File: src/rtl/fpu_pkg.sv
// Shared FPU definitions: default datapath widths, rounding-mode encodings,
// exponent saturation constant and the shift-amount clamp used by the
// normaliser's underflow path.
package fpu_pkg;

    localparam int SIG_BITS_D = 32;
    localparam int FRA_BITS_D = 23;
    localparam int EXP_BITS_D = 8;
    localparam int FRM_BITS_D = 3;

    typedef enum logic [FRM_BITS_D-1:0] {
        FRM_RNE = 3'b000,
        FRM_RTZ = 3'b001,
        FRM_RDN = 3'b010,
        FRM_RUP = 3'b011,
        FRM_RMM = 3'b100
    } frm_e;

    // All-ones biased exponent: infinity / overflow marker.
    function automatic int exp_max(input int exp_bits);
        return (1 << exp_bits) - 1;
    endfunction

    localparam int EXP_MAX_D = (1 << EXP_BITS_D) - 1;

    // Clamp a right-shift amount to [0, limit]; beyond the significand width
    // everything lands in sticky anyway.
    function automatic int sat_shamt(input int sh, input int limit);
        if (sh < 0)
            return 0;
        else if (sh > limit)
            return limit;
        else
            return sh;
    endfunction

endpackage

File: src/rtl/fp_normalize_lzc.sv
// Parameterised leading-zero counter built as a binary priority tree.
// The input is padded below with a single 1 so an all-zero word reports
// exactly WIDTH without a separate zero detect.
module lzc #(
    parameter int WIDTH = 32
) (
    input  logic [WIDTH-1:0]               i_data,
    output logic [$clog2(WIDTH+1)-1:0]     o_cnt
);

    localparam int CNT_W = $clog2(WIDTH + 1);
    localparam int P     = 1 << CNT_W;
    localparam int PADW  = P - WIDTH;

    logic [P-1:0] w_pad;

    if (PADW > 1) begin : g_pad
        assign w_pad = {i_data, 1'b1, {(PADW-1){1'b0}}};
    end else begin : g_pad1
        assign w_pad = {i_data, 1'b1};
    end

    // Level l has P>>l nodes; each node carries "has a one" and the count of
    // zeros above its first one. Higher index = more significant half.
    genvar l, n;
    for (l = 0; l <= CNT_W; l++) begin : g_lvl
        localparam int N = P >> l;
        logic [N-1:0]            v;
        logic [N-1:0][CNT_W-1:0] c;
        if (l == 0) begin : g_leaf
            assign v = w_pad;
            assign c = '0;
        end else begin : g_node
            for (n = 0; n < N; n++) begin : g_n
                assign v[n] = g_lvl[l-1].v[2*n+1] | g_lvl[l-1].v[2*n];
                assign c[n] = g_lvl[l-1].v[2*n+1] ? g_lvl[l-1].c[2*n+1]
                            : (CNT_W'(1 << (l-1)) + g_lvl[l-1].c[2*n]);
            end
        end
    end

    assign o_cnt = g_lvl[CNT_W].v[0] ? g_lvl[CNT_W].c[0] : CNT_W'(WIDTH);

endmodule

File: src/rtl/fp_normalize.sv
// Two-stage significand normaliser feeding the FPU rounder.
// Stage 1 registers the leading-zero count and exponent-1; stage 2 picks
// carry / zero / underflow / normal / subnormal-clamp shift and saturates
// on exponent overflow. Bit 0 of the result is always a valid sticky.
// Optional: define NORM_FLAGS_EN to add out_zero / out_tiny outputs.
module fp_normalize
    import fpu_pkg::*;
#(
    parameter int SIG_BITS = SIG_BITS_D,
    parameter int FRA_BITS = FRA_BITS_D,
    parameter int EXP_BITS = EXP_BITS_D,
    parameter int FRM_BITS = FRM_BITS_D
) (
    input  logic                  clk,
    input  logic                  rst,
    input  logic                  in_valid,
    output logic                  in_ready,
    input  logic [SIG_BITS:0]     in_sig,
    input  logic [EXP_BITS+1:0]   in_exp,
    input  logic                  in_sign,
    input  logic [FRM_BITS-1:0]   in_frm,
    output logic                  out_valid,
    input  logic                  out_ready,
    output logic [SIG_BITS-1:0]   out_sig,
    output logic [EXP_BITS-1:0]   out_exp,
    output logic                  out_sign,
    output logic [FRM_BITS-1:0]   out_frm,
    output logic                  out_of
`ifdef NORM_FLAGS_EN
    ,
    output logic                  out_zero,
    output logic                  out_tiny
`endif
);

    localparam int EW  = EXP_BITS + 2;
    localparam int LZW = $clog2(SIG_BITS + 1);
    localparam logic signed [EW-1:0] ZERO   = '0;
    localparam logic signed [EW-1:0] ONE    = EW'(1);
    localparam logic signed [EW-1:0] EMAX_S = EW'(exp_max(EXP_BITS));

    // The fraction field must sit strictly below the hidden bit.
    if (FRA_BITS + 1 > SIG_BITS) begin : g_cfg_err
        $error("fp_normalize: FRA_BITS does not fit below the hidden bit");
    end

    logic                   w_s1_load, w_s2_load;
    logic [LZW-1:0]         w_lz;

    logic                   r_s1_valid, r_s1_carry, r_s1_sign;
    logic [SIG_BITS:0]      r_s1_sig;
    logic signed [EW-1:0]   r_s1_exp, r_s1_exp_m1;
    logic [LZW-1:0]         r_s1_lz;
    logic [FRM_BITS-1:0]    r_s1_frm;

    logic [SIG_BITS-1:0]    w_lo, w_lost_mask, w_sig_n, w_sig_f;
    logic signed [EW-1:0]   w_exp_lz, w_exp_n;
    logic [LZW-1:0]         w_rsh;
    logic                   w_lost, w_of;
    logic [EXP_BITS-1:0]    w_exp_f;

    logic                   r_s2_valid, r_sign, r_of;
    logic [SIG_BITS-1:0]    r_sig;
    logic [EXP_BITS-1:0]    r_exp;
    logic [FRM_BITS-1:0]    r_frm;

    // No skid buffer: readiness ripples back combinationally from out_ready.
    assign w_s2_load = !r_s2_valid || out_ready;
    assign w_s1_load = !r_s1_valid || w_s2_load;
    assign in_ready  = w_s1_load;

    lzc #(.WIDTH(SIG_BITS)) u_lzc (
        .i_data (in_sig[SIG_BITS-1:0]),
        .o_cnt  (w_lz)
    );

    // Stage 1 occupancy follows the handshake.
    always_ff @(posedge clk) begin
        if (rst)
            r_s1_valid <= 1'b0;
        else if (w_s1_load)
            r_s1_valid <= in_valid;
    end

    // Stage 1 payload: only captured on an accepted beat.
    always_ff @(posedge clk) begin
        if (w_s1_load && in_valid) begin
            r_s1_sig    <= in_sig;
            r_s1_carry  <= in_sig[SIG_BITS];
            r_s1_exp    <= $signed(in_exp);
            r_s1_exp_m1 <= $signed(in_exp) - ONE;
            r_s1_lz     <= w_lz;
            r_s1_sign   <= in_sign;
            r_s1_frm    <= in_frm;
        end
    end

    // Stage 2 shift selection; cases are prioritised carry > zero > underflow
    // > normal > subnormal clamp, then overflow saturation on the result.
    always_comb begin
        w_lo        = r_s1_sig[SIG_BITS-1:0];
        w_exp_lz    = r_s1_exp - $signed({{(EW-LZW){1'b0}}, r_s1_lz});
        w_rsh       = LZW'(sat_shamt(-int'(r_s1_exp_m1), SIG_BITS));
        w_lost_mask = ~({SIG_BITS{1'b1}} << w_rsh);
        w_lost      = |(w_lo & w_lost_mask);
        w_sig_n     = '0;
        w_exp_n     = ZERO;
        if (r_s1_carry) begin
            w_sig_n = {r_s1_sig[SIG_BITS:2], |r_s1_sig[1:0]};
            w_exp_n = r_s1_exp + ONE;
        end else if (r_s1_sig == '0) begin
            w_sig_n = '0;
        end else if (r_s1_exp <= ZERO) begin
            w_sig_n = (w_lo >> w_rsh) | {{(SIG_BITS-1){1'b0}}, w_lost};
        end else if (w_exp_lz >= ONE) begin
            w_sig_n = w_lo << r_s1_lz;
            w_exp_n = w_exp_lz;
        end else begin
            w_sig_n = w_lo << r_s1_exp_m1[LZW-1:0];
        end
        w_of    = (w_exp_n >= EMAX_S);
        w_sig_f = w_of ? '0 : w_sig_n;
        w_exp_f = w_of ? EMAX_S[EXP_BITS-1:0] : w_exp_n[EXP_BITS-1:0];
    end

    // Stage 2 output register; holds while the rounder stalls.
    always_ff @(posedge clk) begin
        if (rst) begin
            r_s2_valid <= 1'b0;
            r_sig      <= '0;
            r_exp      <= '0;
            r_sign     <= 1'b0;
            r_frm      <= '0;
            r_of       <= 1'b0;
        end else if (w_s2_load) begin
            r_s2_valid <= r_s1_valid;
            if (r_s1_valid) begin
                r_sig  <= w_sig_f;
                r_exp  <= w_exp_f;
                r_sign <= r_s1_sign;
                r_frm  <= r_s1_frm;
                r_of   <= w_of;
            end
        end
    end

`ifdef NORM_FLAGS_EN
    logic r_zero, r_tiny;

    // Classification flags travel with the stage 2 payload.
    always_ff @(posedge clk) begin
        if (rst) begin
            r_zero <= 1'b0;
            r_tiny <= 1'b0;
        end else if (w_s2_load && r_s1_valid) begin
            r_zero <= (r_s1_sig == '0);
            r_tiny <= (w_exp_f == '0) && (w_sig_f != '0);
        end
    end

    assign out_zero = r_zero;
    assign out_tiny = r_tiny;
`endif

    assign out_valid = r_s2_valid;
    assign out_sig   = r_sig;
    assign out_exp   = r_exp;
    assign out_sign  = r_sign;
    assign out_frm   = r_frm;
    assign out_of    = r_of;

endmodule

File: config.mk
export PLATFORM = sky130hd
export DESIGN_NAME = fp_normalize
export DESIGN_NICKNAME = d
export VERILOG_FILES = /design/src/rtl/fpu_pkg.sv /design/src/rtl/fp_normalize_lzc.sv /design/src/rtl/fp_normalize.sv
export SDC_FILE = /design/constraint.sdc
export NUM_CORES = 1
export LEC_CHECK = 0
export BUFFER_PORTS_ARGS = -buffer_cell sky130_fd_sc_hd__clkbuf_2
export CELL_PAD_IN_SITES_DETAIL_PLACEMENT = 0
export CELL_PAD_IN_SITES_GLOBAL_PLACEMENT = 1
export CORE_UTILIZATION = 37
export CTS_BUF_LIST = sky130_fd_sc_hd__clkbuf_2 sky130_fd_sc_hd__clkbuf_4 sky130_fd_sc_hd__clkbuf_8
export CTS_CLUSTER_SIZE = 25
export DETAILED_ROUTE_END_ITERATION = 8
export PLACE_DENSITY_LB_ADDON = 0.15
export SYNTH_ARGS = -nofsm -noshare
export SYNTH_HDL_FRONTEND = slang
export SYNTH_SLANG_ARGS = --single-unit
File: constraint.sdc
create_clock -name clk -period 4.31 [get_ports clk]
set_input_delay 0.2155 -clock clk [delete_from_list [all_inputs] [get_ports clk]]
set_output_delay 0.2155 -clock clk [all_outputs]
set_load 0.01 [all_outputs]
==> results of run 1 <==
==> critical path, delay by kind of cell (launching register included) <==
family,cells,cell delay [ps]
simple gates,5,1430
compound gates,5,980
buf+inv,4,670
flops,1,480
mux,2,450
fa+ha+maj,1,210
==> power breakdown <==
part / total, mW / switching [mW] / internal, mW
Combinational: 1.45 / 0.886 / 0.559
Sequential: 1.23 / 0.0503 / 1.18
Clock: 0.656 / 0.424 / 0.232
==> cells by family after synthesis <==
group	synth area share, %
xor gates and xnor gates	2.03
buffers and inverters	6.85
muxes	14.5
DFF	25.3
and+or+nand+nor	20.6
AOI/OAI and AO/OA	28.4
adders and majority gates	2.28
==> cell type report <==
cell class,count,area [um2],share of cell area (%)
multi-input combinational,1104,7960,54.5
timing repair buffer,374,2980,20.5
clock inverter,6,62.6,0.429
sequential,110,2830,19.4
clock buffer,10,131,0.901
tap,390,488,3.35
inverter,35,131,0.901
==> placed cells by master, fill, tap and decap left out, types with 9 or more instances in the layout <==
| cell type | instances |
|---|---|
| sky130_fd_sc_hd__nand4_1 | 42 |
| sky130_fd_sc_hd__nor2_1 | 106 |
| sky130_fd_sc_hd__o21ai_0 | 86 |
| sky130_fd_sc_hd__mux2_2 | 38 |
| sky130_fd_sc_hd__a31oi_1 | 18 |
| sky130_fd_sc_hd__edfxtp_1 | 63 |
| sky130_fd_sc_hd__o21ai_1 | 23 |
| sky130_fd_sc_hd__a221oi_1 | 13 |
| sky130_fd_sc_hd__a211oi_1 | 21 |
| sky130_fd_sc_hd__ha_1 | 16 |
| sky130_fd_sc_hd__buf_6 | 9 |
| sky130_fd_sc_hd__mux2i_1 | 85 |
| sky130_fd_sc_hd__clkbuf_2 | 97 |
| sky130_fd_sc_hd__nand2b_1 | 11 |
| sky130_fd_sc_hd__a21oi_1 | 69 |
| sky130_fd_sc_hd__nor3_1 | 38 |
| sky130_fd_sc_hd__nand3_1 | 37 |
| sky130_fd_sc_hd__o2111ai_1 | 22 |
| sky130_fd_sc_hd__nor4_1 | 14 |
| sky130_fd_sc_hd__clkbuf_8 | 9 |
| sky130_fd_sc_hd__o211ai_1 | 12 |
| sky130_fd_sc_hd__buf_12 | 15 |
| sky130_fd_sc_hd__o22ai_1 | 12 |
| sky130_fd_sc_hd__inv_1 | 33 |
| sky130_fd_sc_hd__dlygate4sd3_1 | 37 |
| sky130_fd_sc_hd__a22oi_1 | 26 |
| sky130_fd_sc_hd__buf_4 | 210 |
| sky130_fd_sc_hd__mux2i_2 | 16 |
| sky130_fd_sc_hd__and3_1 | 9 |
| sky130_fd_sc_hd__dfxtp_1 | 47 |
| sky130_fd_sc_hd__nand2_1 | 131 |
| sky130_fd_sc_hd__xnor2_1 | 16 |
| sky130_fd_sc_hd__a32oi_1 | 10 |
| sky130_fd_sc_hd__nor2b_1 | 10 |
==> stage by stage <==
stage	hold slack [ps]	setup WS [ps]	setup TNS, ps	cell area [um2]
after floorplan	314	96.0	0	11200
after global placement	393	-108	-167	13300
after detailed placement	394	-194	-1110	13300
after CTS	1.04	0.475	0	14000
after global routing	12.7	-206	-1900	14600
final	19.0	-4.05	-4.94	14600
==> state kept, by name, summed over array words and instances (netlist names), 3 cells and up <==
name         cells
out_exp          8
r_s1_frm         3
r_s1_lz          6
r_s1_sig        32
out_frm          3
r_s1_exp_m1     10
out_sig         32
r_s1_exp        10
==> final timing paths <==
| kind | slack, ps | end | start | depth (start not counted) |
|---|---|---|---|---|
| setup / recovery | -4 | out_sig[11] | r_s1_exp_m1[8] | 17 |
| hold / removal | 20 | r_s1_sig[10] | in_sig[10] | 1 |
| setup reg to reg | -4 | out_sig[11] | r_s1_exp_m1[8] | 17 |
| hold reg to reg | 460 | out_frm[1] | out_frm[1] | 2 |
==> timing repair <==
item	4_1_cts	5_1_grt
hold buffers	36	1
pin swaps	3	32
resized for setup	10	89
cloned	0	8
endpoints found under the setup margin	19	32
hold endpoints to repair	36	1
buffers inserted	2	12
==> per-layer routing <==
layer  GRT usage [%]  vias up  routed length (um)
met5               0        -                   0
met4            18.4        0                2600
met3            6.97      138                4920
met2            54.1      694               24300
met1            46.7     6209               23200
li1                -     5806                   -
==> results list, run 1 <==
- The average instance in the mapped netlist occupies 8.14 um2.
- Across the run, the number of max-cap violations was 0.
- Excluding fillers, the count of instances in the completed layout stands at 2,029.
- For this design the static power due to leakage is 5.87 nW.
* Count of state elements after synthesis: 110
- P&R area growth vs syn: 30.5%
- Setup violations remaining at the end of the flow were counted as 2.
- Global routing consumed, over all layers together, 35.3% of the routing resources.
* Via count: 12,800
* Violations in the final reports: setup timing
- Count of clock tree sinks: 110
- The synthesized design contains 63 enable-type register cells.
- After detailed routing, the total wire length is 55,100 um.
* Synthesized Nets: 1,443
- Transition time of the tightest slew-check pin: 946 ps
* DRC errors left: 0
* Most area-hungry cell type in the Yosys netlist: sky130_fd_sc_hd__edfxtp_1
* Setup Crit Path Kind: reg2reg
- In this run the tightest slew margin relative to its limit is 36.4%.
- Fillers: 2,979
- The largest individual stage delay along the critical path comes from the cell sky130_fd_sc_hd__or4b_4.
- Top fanout value on the critical path: 5
- VDD sags by at most 0.205 mV.
- Between clock sinks in the finished design, the worst skew comes to 22.1 ps.
* Clock tree from TritonCTS: yes
- Once detail routing completed, the nets flagged for antenna violations numbered 0.
- Global routing finished with a remaining overflow of 0.
* Post-synth ARST share: 0%
- After clock tree synthesis, the clock-pin slew on the worst setup and hold paths is 120 ps.
* Global-route wire length before repair: 80,700 um
- In this run, CTS created clock tree buffers numbering 9.
* Post-placement cell count: 1,955
* Final core occ: 49.1%
- Number of iterations in the first detailed-routing pass: 6
- Highest achievable clock rate: 0.232 GHz
* Half-perimeter wire length after placement: 42,200 um
- I/O pin cnt: 98
- Largest net degree at the start of global routing: 36
- Fin nets: 1,704
- Of the available clock period, the critical path in the final layout requires 100%.
* DR vias/cell: 6.33
* Fraction of final layout cells sized beyond drive strength 1: 31.3%
* Total power density per cell area: 228 mW/mm2
* Chip Height: 176 um
- The min-delay analysis places its worst path in the category in2reg.
- The hold violation count in the final report is 0.
* IO Port Bufs: 97
- In the synthesized netlist, the number of instances is 1,373.
- Top cell types by occurrence after synthesis: sky130_fd_sc_hd__nand2_1, sky130_fd_sc_hd__nor2_1, sky130_fd_sc_hd__mux2i_1
* DR iter-0 viols: 1,296
* Maximum number of buffers from clock root to sink: 2
- Die W: 176 um
* Top-count cell post-synth: sky130_fd_sc_hd__nand2_1
* Synth Warn #: 0
* Proportion of netlist area held by the largest area contributor: 16.9%
- Setup repair after global routing missed its margin: yes
- Crit path DAT: 4660 ps
- Critical path capture point type: flop
- Final GP Congestion: 0.986
* Worst path cell trace: nor4_4, buf_4, nand4_1, ha_1, or4b_4, nor4_4, buf_4, a21boi_4, nand4_1, buf_6, buf_12, mux2i_1, mux2_4, a2bb2oi_1, a31oi_1, o21ai_1, a32o_1
- For this run, the slowest stage of the critical path takes 520 ps.
- Number of diodes: 0
- In this run the cell area of the synthesized design comes to 0.0112 mm2.
* Total power of the final layout: 3.33 mW
- The number of antenna violations at the first check in global routing came to 0.
- Fraction of the yosys area taken by sequential cells: 25.3%
- Die ar.: 0.0309 mm2
* Total number of H-tree levels: 3
- Once the floorplan was initialized, standard cells occupied 37.6% of the core.
- Clock latency on the worst-skew pair: 440 ps
* Final Max Tran Viols: 0
- Count of cell types in the netlist: 104
* Critical Path RT: 4660 ps
- Ys flop type: sky130_fd_sc_hd__edfxtp_1
- By area the synthesized netlist is led by sky130_fd_sc_hd__edfxtp_1, sky130_fd_sc_hd__mux2i_1, sky130_fd_sc_hd__dfxtp_1, sky130_fd_sc_hd__nand2_1, sky130_fd_sc_hd__mux2_2.
- The routed design could run at a clock period as short as 4310 ps.
* Clock root cell: sky130_fd_sc_hd__clkbuf_8
- The flow ran to the end, but the final reports show violations.
- In the final routed layout, each cell accounts on average for 27.1 um.
* Number of global-route vias before repair: 12,200
- Minimum setup slack in the final design: -4.05 ps
- Startpoint Class: flop
- The core region is 0.0297 mm2.
- Placement row count: 63
No activity file was read; power rests on OpenSTA's default activity.
==> inputs of run 2 (changes only) <==
CTS_CLUSTER_SIZE = unset   (was 25)
SETUP_SLACK_MARGIN = 0.3   (was unset)
clock period = 5.6 ns   (was 4.31 ns; I/O delays follow)
==> results list, run 2 (synthesis gave the netlist of run 1 again) <==
* Combinational share of power: 37.4% (-6.0 points)
* Core region area: 0.0297 mm2 (unchanged)
- Routed wl met2: 21,500 um (-12%)
- Signal routing reaches up to met4.
- Fin crit share: 89.9% (-10 points)
* Chip Height: 176 um (unchanged)
* Setup repair after global routing missed its margin: yes
- The filler cell count is 3,078 (+3.3%).
* Fraction of final layout cells sized beyond drive strength 1: 19.3% (-12 points)
- I/O pin cnt: 98 (unchanged)
- Largest net degree at the start of global routing: 64 (+78%)
- The cell area power density was 197 mW/mm2 (-14%).
- The post-layout minimum cycle time was 5040 ps (+722 ps).
* Critical path capture point type: flop
* Highest ir drop seen on vdd: 0.139 mV (-32%)
* P&R area growth vs syn: 10.1%
- Met3 routed wirelength: 5280 um (+7.2%)
- The total CTS buffers is 9 (unchanged).
* Number of iterations in the first detailed-routing pass: 6 (unchanged)
- The number of placement rows was 63 (unchanged).
* Number of antenna violations at the first check in global routing: 0 (unchanged)
- Sequential Power Share: 40.7% (+3.8 points)
- Final routed wirelength across all metal layers: 51,700 um (-6.1%)
- The share of the core filled with cells in the final layout was 41.4% (-7.7 points).
* Clk pin slew, worst setup/hold paths: 110 ps (about the same)
- Wire length per cell: 28.4 um (+4.5%)
- Post-placement cell count: 1,802 (-7.8%)
- Clock Skew: 31.4 ps (+9.32 ps)
- The switching power total came to 0.997 mW (-27%).
* Global-route wire length before repair: 76,500 um (-5.2%)
- Crit path largest cell delay: 570 ps (+50 ps)
- Result of the run: complete, no violations
- The highest clock frequency the design can meet came to 0.199 GHz (-14%).
- Crit path DAT: 5360 ps (+700 ps)
- Final cell area excluding filler cells: 0.0123 mm2 (-16%)
- Remaining antenna violation count: 0 (unchanged)
- Gr usage total: 33.4% (-1.8 points)
- Clock latency on the worst-skew pair: 440 ps (about the same)
- Leakage component of the power: 4.67 nW (-20%)
- Number of global-route vias before repair: 11,500 (-5.7%)
* Master of the slowest instance on the critical path: sky130_fd_sc_hd__edfxtp_1
- The data required time of the critical path is 5930 ps (+1270 ps).
* Worst path cell trace: inv_1, ha_1, nor4b_4, nand3_1, ha_1, or4b_1, nor4_2, buf_4, and4_1, buf_12, mux2i_1, mux2_2, nor2_1, nor2_1, o2bb2ai_1, o221ai_1, a32o_1
- Transition time of the tightest slew-check pin: 1080 ps (+134 ps)
- The switching share of power is 41.1% (+0.19 points).
- Total number of H-tree levels: 3 (unchanged)
- In this run the worst hold path is classified as in2reg.
* Top fanout value on the critical path: 31 (+26)
* Setup Crit Path Kind: reg2reg
* Startpoint Class: flop
- DRC errors left: 0 (unchanged)
* Final GP Congestion: 1.03 (+4.9%)
- The total setup violations reported at the end of the flow came to 0 (-2).
* Final TNS setup: 0 ps (+4.94 ps)
* Via count: 12,100 (-6.0%)
* DR vias/cell: 6.62 (+4.6%)
* IO Port Bufs: 97 (unchanged)
- Leaving out fill and tap cells, the most frequent cells in the layout are sky130_fd_sc_hd__nand2_1, sky130_fd_sc_hd__nor2_1, sky130_fd_sc_hd__mux2i_1.
- The tree is rooted in a sky130_fd_sc_hd__clkbuf_8.
- Among cell families on the critical path, the largest total delay comes from simple AND/OR/NAND/NOR gates.
* Half-perimeter wire length after placement: 38,300 um (-9.3%)
- Die ar.: 0.0309 mm2 (unchanged)
- The total inserted antenna cells came to 0 (unchanged).
- Normalized max-slew margin: 27.7% (-8.6 points)
- The initial detailed-routing violation count came to 1,669 (+29%).
- The placed instance area is 0.0120 mm2 (-9.7%).
- Count of clock tree sinks: 110 (unchanged)
* Clock tree from TritonCTS: yes
- The effective utilization at floorplan is 37.6% (unchanged).
* Filler-free cell count of the finished design: 1,823 (-10%)
* Clock network fraction of design power: 21.9% (+2.2 points)
- The library cell used most frequently in the layout, excluding fill and tap cells, is sky130_fd_sc_hd__nand2_1.
- Fin nets: 1,498 (-12%)
- The wire length on met1 was 22,300 um (-4.0%).
* Internal power of the cells: 1.43 mW (-27%)
* Die W: 176 um (unchanged)
- Final Max Tran Viols: 0 (unchanged)
- Final number of hold-violating endpoints: 0 (unchanged)
- Critical path buffers and inverters: 3 (-1)
- Total gr overflow: 0 (unchanged)
- Total of max-cap violations: 0 (unchanged)
* Maximum number of buffers from clock root to sink: 2 (unchanged)
## run 2: cell types whose count changed in the layout (fill, tap and decap cells not counted), sizes merged
| cell | before | now |
|---|---|---|
| buf | 234 | 66 |
| bufinv | 0 | 1 |
| inv | 38 | 37 |
| dlygate4sd3 | 37 | 5 |
| clkbuf | 113 | 107 |
## run 2: timing repair
item | in CTS | in global routing
hold buffers | 5 | 0
setup buffers | 0 | 0
hold endpoints to repair | 5 | 0
gates resized for setup | 0 | 3
setup endpoints to repair | 0 | 3
## run 2: metrics by stage
step | power (mW) | worst slack (ps) | hold slack [ps]
global placement | 1.88 | 656 | 443
detailed placement | 1.87 | 587 | 451
global route | 2.52 | 240 | 20.8
floorplan | 1.54 | 1390 | 379
finish | 2.43 | 564 | 42.2
CTS | 2.41 | 596 | 9.80
## run 2: layer usage
metal,vias to the layer above,global-route usage [%]
met4,0,17.4
met5,-,0
li1,5389,-
met2,708,48.9
met1,5817,44.6
met3,160,9.11
## run 2: cell type report
cell class / instances / area [um2] / share of cell area, %
multi-input cells: 1104 / 7610 / 61.8
flip-flops and latches: 110 / 2830 / 23.0
repair buffers: 168 / 1040 / 8.48
well taps: 390 / 488 / 3.96
clock buffers: 10 / 131 / 1.07
inverters: 35 / 131 / 1.07
clock inverters: 6 / 68.8 / 0.559
## run 2: power groups by stage
stage	clock network [mW]	logic (mW)	registers, mW
6_report	0.532	0.907	0.988
5_1_grt	0.568	0.962	0.991
3_3_place_gp	0	0.875	1.00
2_1_floorplan	0	0.584	0.956
3_5_place_dp	0	0.868	1.00
4_1_cts	0.547	0.876	0.983
## run 2: worst paths after layout
path	cells past startpoint	slack, ps	endpoint	from
hold reg to reg	2	460	out_sign	out_sign
hold / removal	1	40	r_s1_sig[16]	in_sig[16]
setup / recovery	17	560	out_sig[9]	r_s1_exp_m1[0]
setup reg to reg	17	560	out_sig[9]	r_s1_exp_m1[0]
